### config.mk
export PLATFORM = sky130hd
export DESIGN_NAME = poca_engine_arbiter
export DESIGN_NICKNAME = d
export VERILOG_FILES = /design/src/rtl/poca_engine_arbiter_pkg.sv /design/src/rtl/poca_engine_arbiter_rr_priority_picker.sv /design/src/rtl/poca_engine_arbiter.sv
export SDC_FILE = /design/constraint.sdc
export NUM_CORES = 1
export LEC_CHECK = 0
export ABC_AREA = 1
export BUFFER_PORTS_ARGS = -buffer_cell sky130_fd_sc_hd__buf_2
export CAP_MARGIN = 0
export CORE_UTILIZATION = 32
export DETAILED_ROUTE_END_ITERATION = 8
export PLACE_DENSITY_LB_ADDON = 0.15
export RECOVER_POWER = 25
export SYNTH_ARGS = -nofsm -noshare
export SYNTH_HDL_FRONTEND = slang
export SYNTH_SLANG_ARGS = --single-unit
### constraint.sdc
create_clock -name clk -period 4 [get_ports clk]
set_input_delay 0.6 -clock clk [delete_from_list [all_inputs] [get_ports clk]]
set_output_delay 0.6 -clock clk [all_outputs]
set_load 0.02 [all_outputs]
### src/rtl/poca_engine_arbiter_pkg.sv
// Shared state encoding, default burst limit and sizing helper for the engine-bus arbiter.
package poca_engine_arbiter_pkg;

  typedef enum logic [1:0] {
    ST_IDLE    = 2'd0,
    ST_WRITE   = 2'd1,
    ST_READ    = 2'd2,
    ST_RELEASE = 2'd3
  } arb_state_e;

  // 256-bit hash/ECC result read back as 32-bit words.
  localparam int POCA_MAX_BEATS = 8;

  function automatic int ptr_w(input int n);
    return (n > 1) ? $clog2(n) : 1;
  endfunction

endpackage

### src/rtl/poca_engine_arbiter_rr_priority_picker.sv
// Round-robin picker: one-hot of the first set request at or above rr_ptr_i, wrapping.
// Latency: combinational. Backpressure: none, pure function of its inputs.
module poca_engine_arbiter_rr_priority_picker
  import poca_engine_arbiter_pkg::*;
#(
  parameter int N_REQ = 3,
  parameter int PW    = ptr_w(N_REQ)
) (
  input  logic [N_REQ-1:0] req_i,
  input  logic [PW-1:0]    rr_ptr_i,
  output logic [N_REQ-1:0] pick_o,
  output logic             any_o
);

  logic          found;
  logic [PW-1:0] idx;

  always_comb begin
    pick_o = '0;
    found  = 1'b0;
    idx    = '0;
    for (int off = 0; off < N_REQ; off++) begin
      idx = PW'((int'(rr_ptr_i) + off) % N_REQ);
      if (!found && req_i[idx]) begin
        pick_o[idx] = 1'b1;
        found       = 1'b1;
      end
    end
  end

  assign any_o = |req_i;

endmodule

### src/rtl/poca_engine_arbiter.sv
// Engine-bus arbiter: grants one requester per write(+read-back) transaction; optional watchdog under POCA_ARB_TIMEOUT_EN.
// Latency: req -> gnt 1 clk; engine responses routed combinationally; RELEASE then IDLE after every transaction.
// Backpressure: requests raised while a grant is held wait until the arbiter is back in IDLE.
module poca_engine_arbiter
  import poca_engine_arbiter_pkg::*;
#(
  parameter int N_REQ     = 3,
  parameter int ADDR_W    = 8,
  parameter int DATA_W    = 32,
  parameter int MAX_BEATS = POCA_MAX_BEATS
`ifdef POCA_ARB_TIMEOUT_EN
  ,
  parameter int TIMEOUT   = 4096
`endif
) (
  input  logic                    clk,
  input  logic                    rstn,
  input  logic [N_REQ-1:0]        req,
  input  logic [N_REQ-1:0]        req_rd,
  input  logic [N_REQ*ADDR_W-1:0] req_addr,
  input  logic [N_REQ-1:0]        req_is_write,
  output logic [N_REQ-1:0]        gnt,
  output logic [ADDR_W-1:0]       addr_out,
  output logic                    is_write,
  input  logic                    write_complete,
  input  logic [DATA_W-1:0]       data_in,
  input  logic                    data_input_ready,
  input  logic                    input_data_transfer_complete,
  output logic [N_REQ-1:0]        rsp_write_complete,
  output logic [DATA_W-1:0]       rsp_data,
  output logic [N_REQ-1:0]        rsp_valid,
  output logic [N_REQ-1:0]        rsp_done,
  output logic [3:0]              beat_count,
  output logic                    overrun_err,
  output logic                    busy
`ifdef POCA_ARB_TIMEOUT_EN
  ,
  output logic                    timeout_err
`endif
);

  localparam int PW = ptr_w(N_REQ);

  arb_state_e       state_q;
  logic [N_REQ-1:0] gnt_q;
  logic [PW-1:0]    gidx_q, rr_ptr_q, rr_ptr_d, pick_idx;
  logic             rd_needed_q, overrun_q;
  logic [3:0]       beat_q, beat_d;
  logic [N_REQ-1:0] pick;
  logic             any_req, to_hit, granted_held, beat_full, end_txn;

  poca_engine_arbiter_rr_priority_picker #(.N_REQ(N_REQ), .PW(PW)) u_picker (
    .req_i    (req),
    .rr_ptr_i (rr_ptr_q),
    .pick_o   (pick),
    .any_o    (any_req)
  );

  always_comb begin
    pick_idx = '0;
    for (int i = 0; i < N_REQ; i++) begin
      if (pick[i]) pick_idx = PW'(i);
    end
  end

  assign granted_held = req[gidx_q];
  assign rr_ptr_d     = (gidx_q == PW'(N_REQ - 1)) ? '0 : gidx_q + 1'b1;
  assign beat_full    = (beat_q == 4'(MAX_BEATS));
  assign beat_d       = beat_full ? beat_q : beat_q + 4'd1;

  // Abort (granted req dropped) and watchdog both win over normal engine progress.
  always_comb begin
    end_txn = 1'b0;
    if (state_q == ST_WRITE)
      end_txn = !granted_held || to_hit || (write_complete && !rd_needed_q);
    else if (state_q == ST_READ)
      end_txn = !granted_held || to_hit || input_data_transfer_complete;
  end

  always_ff @(posedge clk or negedge rstn) begin
    if (!rstn) begin
      state_q     <= ST_IDLE;
      gnt_q       <= '0;
      gidx_q      <= '0;
      rr_ptr_q    <= '0;
      rd_needed_q <= 1'b0;
      beat_q      <= '0;
      overrun_q   <= 1'b0;
    end else begin
      case (state_q)
        ST_IDLE: begin
          if (any_req) begin
            gnt_q       <= pick;
            gidx_q      <= pick_idx;
            rd_needed_q <= req_rd[pick_idx];
            state_q     <= ST_WRITE;
          end
        end
        ST_WRITE: begin
          if (!end_txn && write_complete) state_q <= ST_READ;
        end
        ST_READ: begin
          if (data_input_ready) begin
            beat_q <= beat_d;
            if (beat_full) overrun_q <= 1'b1;
          end
        end
        ST_RELEASE: begin
          beat_q  <= '0;
          state_q <= ST_IDLE;
        end
        default: state_q <= ST_IDLE;
      endcase
      if (end_txn) begin
        state_q  <= ST_RELEASE;
        gnt_q    <= '0;
        rr_ptr_q <= rr_ptr_d;
      end
    end
  end

`ifdef POCA_ARB_TIMEOUT_EN
  localparam int TW = $clog2(TIMEOUT + 1);
  logic [TW-1:0] to_cnt_q;
  logic          timeout_err_q;

  assign to_hit = ((state_q == ST_WRITE) || (state_q == ST_READ)) &&
                  (to_cnt_q == TW'(TIMEOUT - 1));

  // Counter restarts on entry to WRITE (from IDLE/RELEASE), on WRITE->READ and on every beat.
  always_ff @(posedge clk or negedge rstn) begin
    if (!rstn) begin
      to_cnt_q      <= '0;
      timeout_err_q <= 1'b0;
    end else begin
      timeout_err_q <= to_hit;
      if ((state_q == ST_IDLE) || (state_q == ST_RELEASE) || data_input_ready ||
          ((state_q == ST_WRITE) && write_complete))
        to_cnt_q <= '0;
      else
        to_cnt_q <= to_cnt_q + 1'b1;
    end
  end

  assign timeout_err = timeout_err_q;
`else
  assign to_hit = 1'b0;
`endif

  assign gnt                = gnt_q;
  assign busy               = (state_q != ST_IDLE);
  assign beat_count         = beat_q;
  assign overrun_err        = overrun_q;
  assign addr_out           = (state_q == ST_WRITE) ? req_addr[int'(gidx_q)*ADDR_W +: ADDR_W] : '0;
  assign is_write           = (state_q == ST_WRITE) && req_is_write[gidx_q];
  assign rsp_write_complete = gnt_q & {N_REQ{write_complete}};
  assign rsp_valid          = gnt_q & {N_REQ{data_input_ready}};
  assign rsp_done           = gnt_q & {N_REQ{input_data_transfer_complete}};
  assign rsp_data           = (|gnt_q) ? data_in : '0;

endmodule

# Yosys cells after proc, flatten, opt, wreduce, memory -nomap -nowiden
# Cells that the tools add are included.
dict set report word_totals {
  in_bits 70
  register_bits 15
  out_inout_bits 59
  mem_bits_rw 0
  n_memories 0
  mem_bits_ro 0
  latchBits 0
}
dict set report classes {
  eq_ne 9
  n_bitwise 5
  n_shift 1
  add_sub_neg 4
  multipliers 0
  n_reduce_logical 28
  div_mod_pow 3
  mux 40
  order_cmp 8
}
# op n
set ops {}
lappend ops {{32-bit by 3-bit modulo with 32-bit output (second input constant)} 2}
lappend ops {{3-bit by 3-bit modulo with 32-bit output (second input constant)} 1}
lappend ops {{32-bit two-way mux} 1}
lappend ops {{24-bit by 6-bit variable part select with 8-bit output} 1}
lappend ops {{3-bit two-way mux} 6}
lappend ops {{2-bit by 3-bit less-than comparator with 1-bit output (second input constant)} 5}
lappend ops {{1-bit two-way mux} 14}
lappend ops {{1-bit binary-select mux with 2-bit select} 6}
lappend ops {{2-bit two-way mux} 5}
lappend ops {{3-bit AND} 3}
lappend ops {{3-bit AND reduction} 3}
lappend ops {{1-bit logical AND} 8}
lappend ops {{4-bit two-way mux} 2}
lappend ops {{8-bit two-way mux} 1}
lappend ops {{4-bit case mux with 2 select lines} 1}
lappend ops {{2-bit nonzero test} 4}
lappend ops {{1-bit demux with 2-bit select} 3}
lappend ops {{2-bit equality test (second input constant)} 3}
lappend ops {{2-bit by 1-bit >= comparator with 1-bit output (second input constant)} 3}
lappend ops {{3-bit OR} 2}
lappend ops {{2-bit case mux with 3 select lines} 1}
lappend ops {{3-bit OR reduction} 2}
lappend ops {{1-bit logical NOT} 5}
lappend ops {{4-bit by 1-bit adder with 4-bit output (second input constant)} 1}
lappend ops {{other kinds (12)} 15}

# Longest topological paths before layout
dict set report depth {
  depth_word 14
  mapped_depth 15
  depth_no_buf 15
}

# Modules after synthesis
# Synthesis repeated with hierarchy kept, for this count alone.
dict set report unflattened {
  hier_cells 293
  area_unflattened_um2 1686.6
}
# module seq_area_each_um2 area_each_um2 cells_per_inst instances
set by_module_without_submodules {}
lappend by_module_without_submodules {poca_engine_arbiter 375.4 1447.6 250 1}
lappend by_module_without_submodules {poca_engine_arbiter_rr_priority_picker 0.0 239.0 43 1}

# Worst setup path before layout
# No wires, ideal clock.
dict set report synth_path {
  kind {reg2out}
  from {reg gnt_q[1], in the netlist gnt[1]}
  to {out rsp_data[10]}
  path_stages_with_launch 4
  path_slack_ns 2.069
  t_required_ns 3.400
  arrival_time_ns 1.331
  path_cell_list {dfrtp_1 -> nor3_1 -> clkbuf_1 -> nor2_1}
}
dict set report synth_via {
  elab_chain_len 2
}
# element line_no
set synth_rtl {}
lappend synth_rtl {{from (decl)} poca_engine_arbiter.sv:45} ;# logic [N_REQ-1:0] gnt_q;
lappend synth_rtl {{from (signal assigned)} poca_engine_arbiter.sv:93} ;# gnt_q <= pick;
lappend synth_rtl {{3-bit OR reduction} poca_engine_arbiter.sv:159} ;# assign rsp_data = (|gnt_q) ? data_in : '0;
lappend synth_rtl {{32-bit two-way mux} poca_engine_arbiter.sv:159}
lappend synth_rtl {{to (decl)} poca_engine_arbiter.sv:30} ;# output logic [DATA_W-1:0] rsp_data,
# No other way between the ends.

# Final worst setup path
dict set report layout_path {
  from {reg gidx_q[0]}
  to {out addr_out[2]}
}
dict set report layout_via {
  elab_chain_len 2
}
# element line_no
set layout_rtl {}
lappend layout_rtl {{from (decl)} poca_engine_arbiter.sv:46} ;# logic [PW-1:0] gidx_q, rr_ptr_q, rr_ptr_d, pick_idx;
lappend layout_rtl {{from (signal assigned)} poca_engine_arbiter.sv:94} ;# gidx_q <= pick_idx;
lappend layout_rtl {{24-bit by 6-bit variable part select with 8-bit output} poca_engine_arbiter.sv:154} ;# assign addr_out = (state_q == ST_WRITE) ? req_addr[int'(gidx_q)*ADDR_W +: ADDR_W] : '0;
lappend layout_rtl {{8-bit two-way mux} poca_engine_arbiter.sv:154}
lappend layout_rtl {{to (decl)} poca_engine_arbiter.sv:23} ;# output logic [ADDR_W-1:0] addr_out,
# No other way between the ends.

==> flow_summary.yaml <==
power_and_ir_drop:
  comb_power_share_pct: 78.2
  p_sw_share_pct: 59.5
  power_density_nw_per_um2: 764
  seqPwrFrac_pct: 15.4
  leakage_nw: 1.70
  power_w: 0.00187
  power.switching_w: 0.00111
  internal_power_w: 0.000760
  p_clk_share_pct: 6.4
  ir_drop_uv: 273
detailed_routing:
  firstDrtPassIters: 4
  drc: 0
  drt_iter0_markers: 97
  drt-total-wl_microns: 4870
  ant_nets: 0
  via_per_inst: 4.26
  routedWlPerCell_microns: 9.71
  vias: 2141
sta:
  rsz0062_at_grt: "false"
  setup_violations: 0
  finalClockSkew_ns: 0.000996
  finalMaxSlewViolations: 0
  tns_ns: 0
  fmax_mhz: 425
  tightestPinTransition_ns: 0.884
  hold_viol: 0
  slew_headroom_pct: 41.0
  final.period_utilization_pct: 58.9
  period_minus_slack_ns: 2.35
worst_setup_path:
  reg2reg_to: "gnt[1]"
  critPathMaxStageDelay_ns: 0.53
  path_buf_inv: 3
  critPathKind: "reg2out"
  r2r_start: "gidx_q[0]"
  critPathSlowestCell: "nor2_1"
  arrival_ns: 1.75
  worst-r2r-cell-count: 10
  cp-end-kind: "output port"
  worstPathCellList: "inv_1, nor2_1, nand2_1, nand3_1, nand2_1, inv_1, buf_2"
  crit_required_ns: 3.40
  critPathLaunchType: "flip-flop"
  crit_family: "simple AND/OR/NAND/NOR gates"
  setup.reg_to_reg.worst_slack_ns: 2.11
  cp_max_fo: 11
final_layout:
  nets: 513
  syn2layout_area_growth_pct: 44.3
  diodes: 0
  final_layout_size_suffix_gt1_share_pct: 33.3
global_routing:
  grt_pass1_wl_microns: 7450
  antenna_found_initial: 0
  grtUsageTotal_pct: 16.8
  grt_overflow: 0
  grt_pass1_vias: 1736
  grt_start_max_net_pins: 33
clock_network:
  cts_buffers: 3
  worstSkewPairLatency_ns: 0.24
  clk_pin_slew_ns: 0.06
  clock_path_buffers: 2
  cts_resized: 0
  htree_levels: 1
  holdBufCountCts: 0
  tritoncts: "yes"
  cts_setup_buffers: 0
  cts_root_buf: "clkbuf_8"
  cts.sinks: 15
die:
  coreArea_sq_um: 5110
  dieArea_sq_um: 5610
  die_h_microns: 74.9
  boundaryPins: 129
  die_w_microns: 74.9
  start_util_pct: 33.3
  rows: 26
placed_design:
  gp_congestion: 0.812
  dp_hpwl_microns: 3960
  numPortBuffers: 128
synthesis:
  synth.net_count: 385
  netlist_instances: 305
  synth_area_sq_um: 1700
  syn_avg_cell_area_sq_um: 5.58
  synth_seq_area_share_pct: 22.1
  ys_ff_latch: 15
  yosysUniqueCellTypes: 28
  yosys_warnings: 0
run:
  maxCapViolations: 0
worst_hold_path:
  hold_class: "in2async"
status:
  status: "completed"
[cells by family after synthesis]
| family | count (synthesis) | synth area share, % |
|---|---|---|
| AND/OR/NAND/NOR | 172 | 43.6 |
| buffers and inverters | 87 | 19.3 |
| AO/OA/AOI/OAI | 20 | 7.14 |
| flip-flops | 15 | 22.1 |
| adder cells (fa/ha/maj) | 10 | 7.36 |
| XOR/XNOR | 1 | 0.515 |
[cells in the final DEF, fill, tap and decap left out, drive strengths merged]
cell | synthesis | layout
clkbuf | 4 | 11
buf | 2 | 122
nand3 | 32 | 32
nand4 | 2 | 2
nand2 | 93 | 93
o211ai | 1 | 1
dfrtp | 15 | 15
inv | 81 | 81
xor2 | 1 | 1
a31oi | 1 | 1
o21ai | 11 | 11
and3 | 1 | 1
nor3 | 3 | 3
nor4 | 1 | 1
a31o | 1 | 1
a21oi | 4 | 4
nor2 | 40 | 40
a211oi | 1 | 1
o22ai | 1 | 1
ha | 10 | 10
[Yosys cell counts]
| library cell | number | share of area [%] |
|---|---|---|
| o21ai_1 | 5 | 1.5 |
| buf_1 | 1 | 0.22 |
| inv_2 | 4 | 0.88 |
| nand2_1 | 88 | 19 |
| buf_2 | 1 | 0.29 |
| o21ai_2 | 1 | 0.52 |
| nor3_1 | 3 | 0.88 |
| nand2_2 | 5 | 1.8 |
| nor2_1 | 38 | 8.4 |
| clkbuf_1 | 4 | 0.88 |
| nor4_1 | 1 | 0.37 |
| o211ai_1 | 1 | 0.44 |
| o22ai_2 | 1 | 0.74 |
| ha_1 | 10 | 7.4 |
| nand3_2 | 4 | 2.4 |
| nor2_2 | 1 | 0.37 |
| a31oi_1 | 1 | 0.37 |
| xor2_1 | 1 | 0.52 |
| a31o_2 | 1 | 0.52 |
| dfrtp_1 | 15 | 22 |
| nand3_1 | 28 | 8.2 |
| inv_1 | 77 | 17 |
| a211oi_1 | 1 | 0.44 |
| nor2_4 | 1 | 0.66 |
| and3_1 | 1 | 0.37 |
| o21ai_0 | 5 | 1.5 |
| nand4_1 | 2 | 0.74 |
| a21oi_1 | 4 | 1.2 |
[routing by layer]
metal  vias to the layer above  track usage, %  routed length, microns
li1                       1154               -                       -
met3                         4            3.88                     268
met1                       908            21.9                    2300
met4                         0            2.10                      17
met5                         -               0                       0
met2                        75            28.8                    2290
[power groups by stage]
stage	Combinational, W	Sequential [W]	Clock (W)
floorplan	0.00104	0.000306	0
global placement	0.00147	0.000287	0
detailed placement	0.00148	0.000291	0
CTS	0.00149	0.000288	0.000129
global route	0.00167	0.000299	0.000135
finish	0.00147	0.000288	0.000121
[how the worst max path moves through the flow]
stage,from,end,slack (ns),cells after the start
after floorplan,gnt[1],rsp_data[10],2.07,3
after global placement,gidx_q[0],addr_out[2],1.95,7
after detailed placement,gidx_q[0],addr_out[2],1.87,7
after CTS,gidx_q[0],addr_out[2],1.59,7
after global routing,gidx_q[0],addr_out[5],1.40,6
final,gidx_q[0],addr_out[2],1.65,7
[worst reg2reg max path, cell delays in order, from the launching register on]
cell	delay, ns
dfrtp_1	0.42
inv_1	0.06
nor2_1	0.53
nand2_1	0.14
nand3_2	0.16
o21ai_1	0.10
nand2_2	0.11
nand2_2	0.12
nor2_1	0.09
o21ai_1	0.07
inv_1	0.05
[flip-flops by register name, summed over array words and instances, names as in the netlist]
register and count:
rd_needed_q 1, overrun_err 1, beat_count 4, rr_ptr_q 2, gidx_q 2, state_q 2
gnt 3
[area by class of cell]
class                           instances  area, sq um
Timing Repair Buffer                  129          639
Clock buffer                            4         45.0
Multi-Input combinational cell        203         1000
Sequential cell                        15          375
Inverter                               81          304
Tap cell                               70         87.6
Fill cell                             560         2650
[stage by stage]
step           area [sq um]  hold slack [ns]  instances  worst slack, ns  utilization [%]
3_5_place_dp           2420            0.453        498             1.87             47.3
5_1_grt                2450            0.495        502             1.40             48.0
4_1_cts                2460            0.274        502             1.59             48.2
3_3_place_gp           2420            0.448        498             1.95             47.3
6_report               2450            0.453        502             1.65             48.0
2_1_floorplan          1700            0.304        305             2.07                -
(Power assumes the default switching activity.)
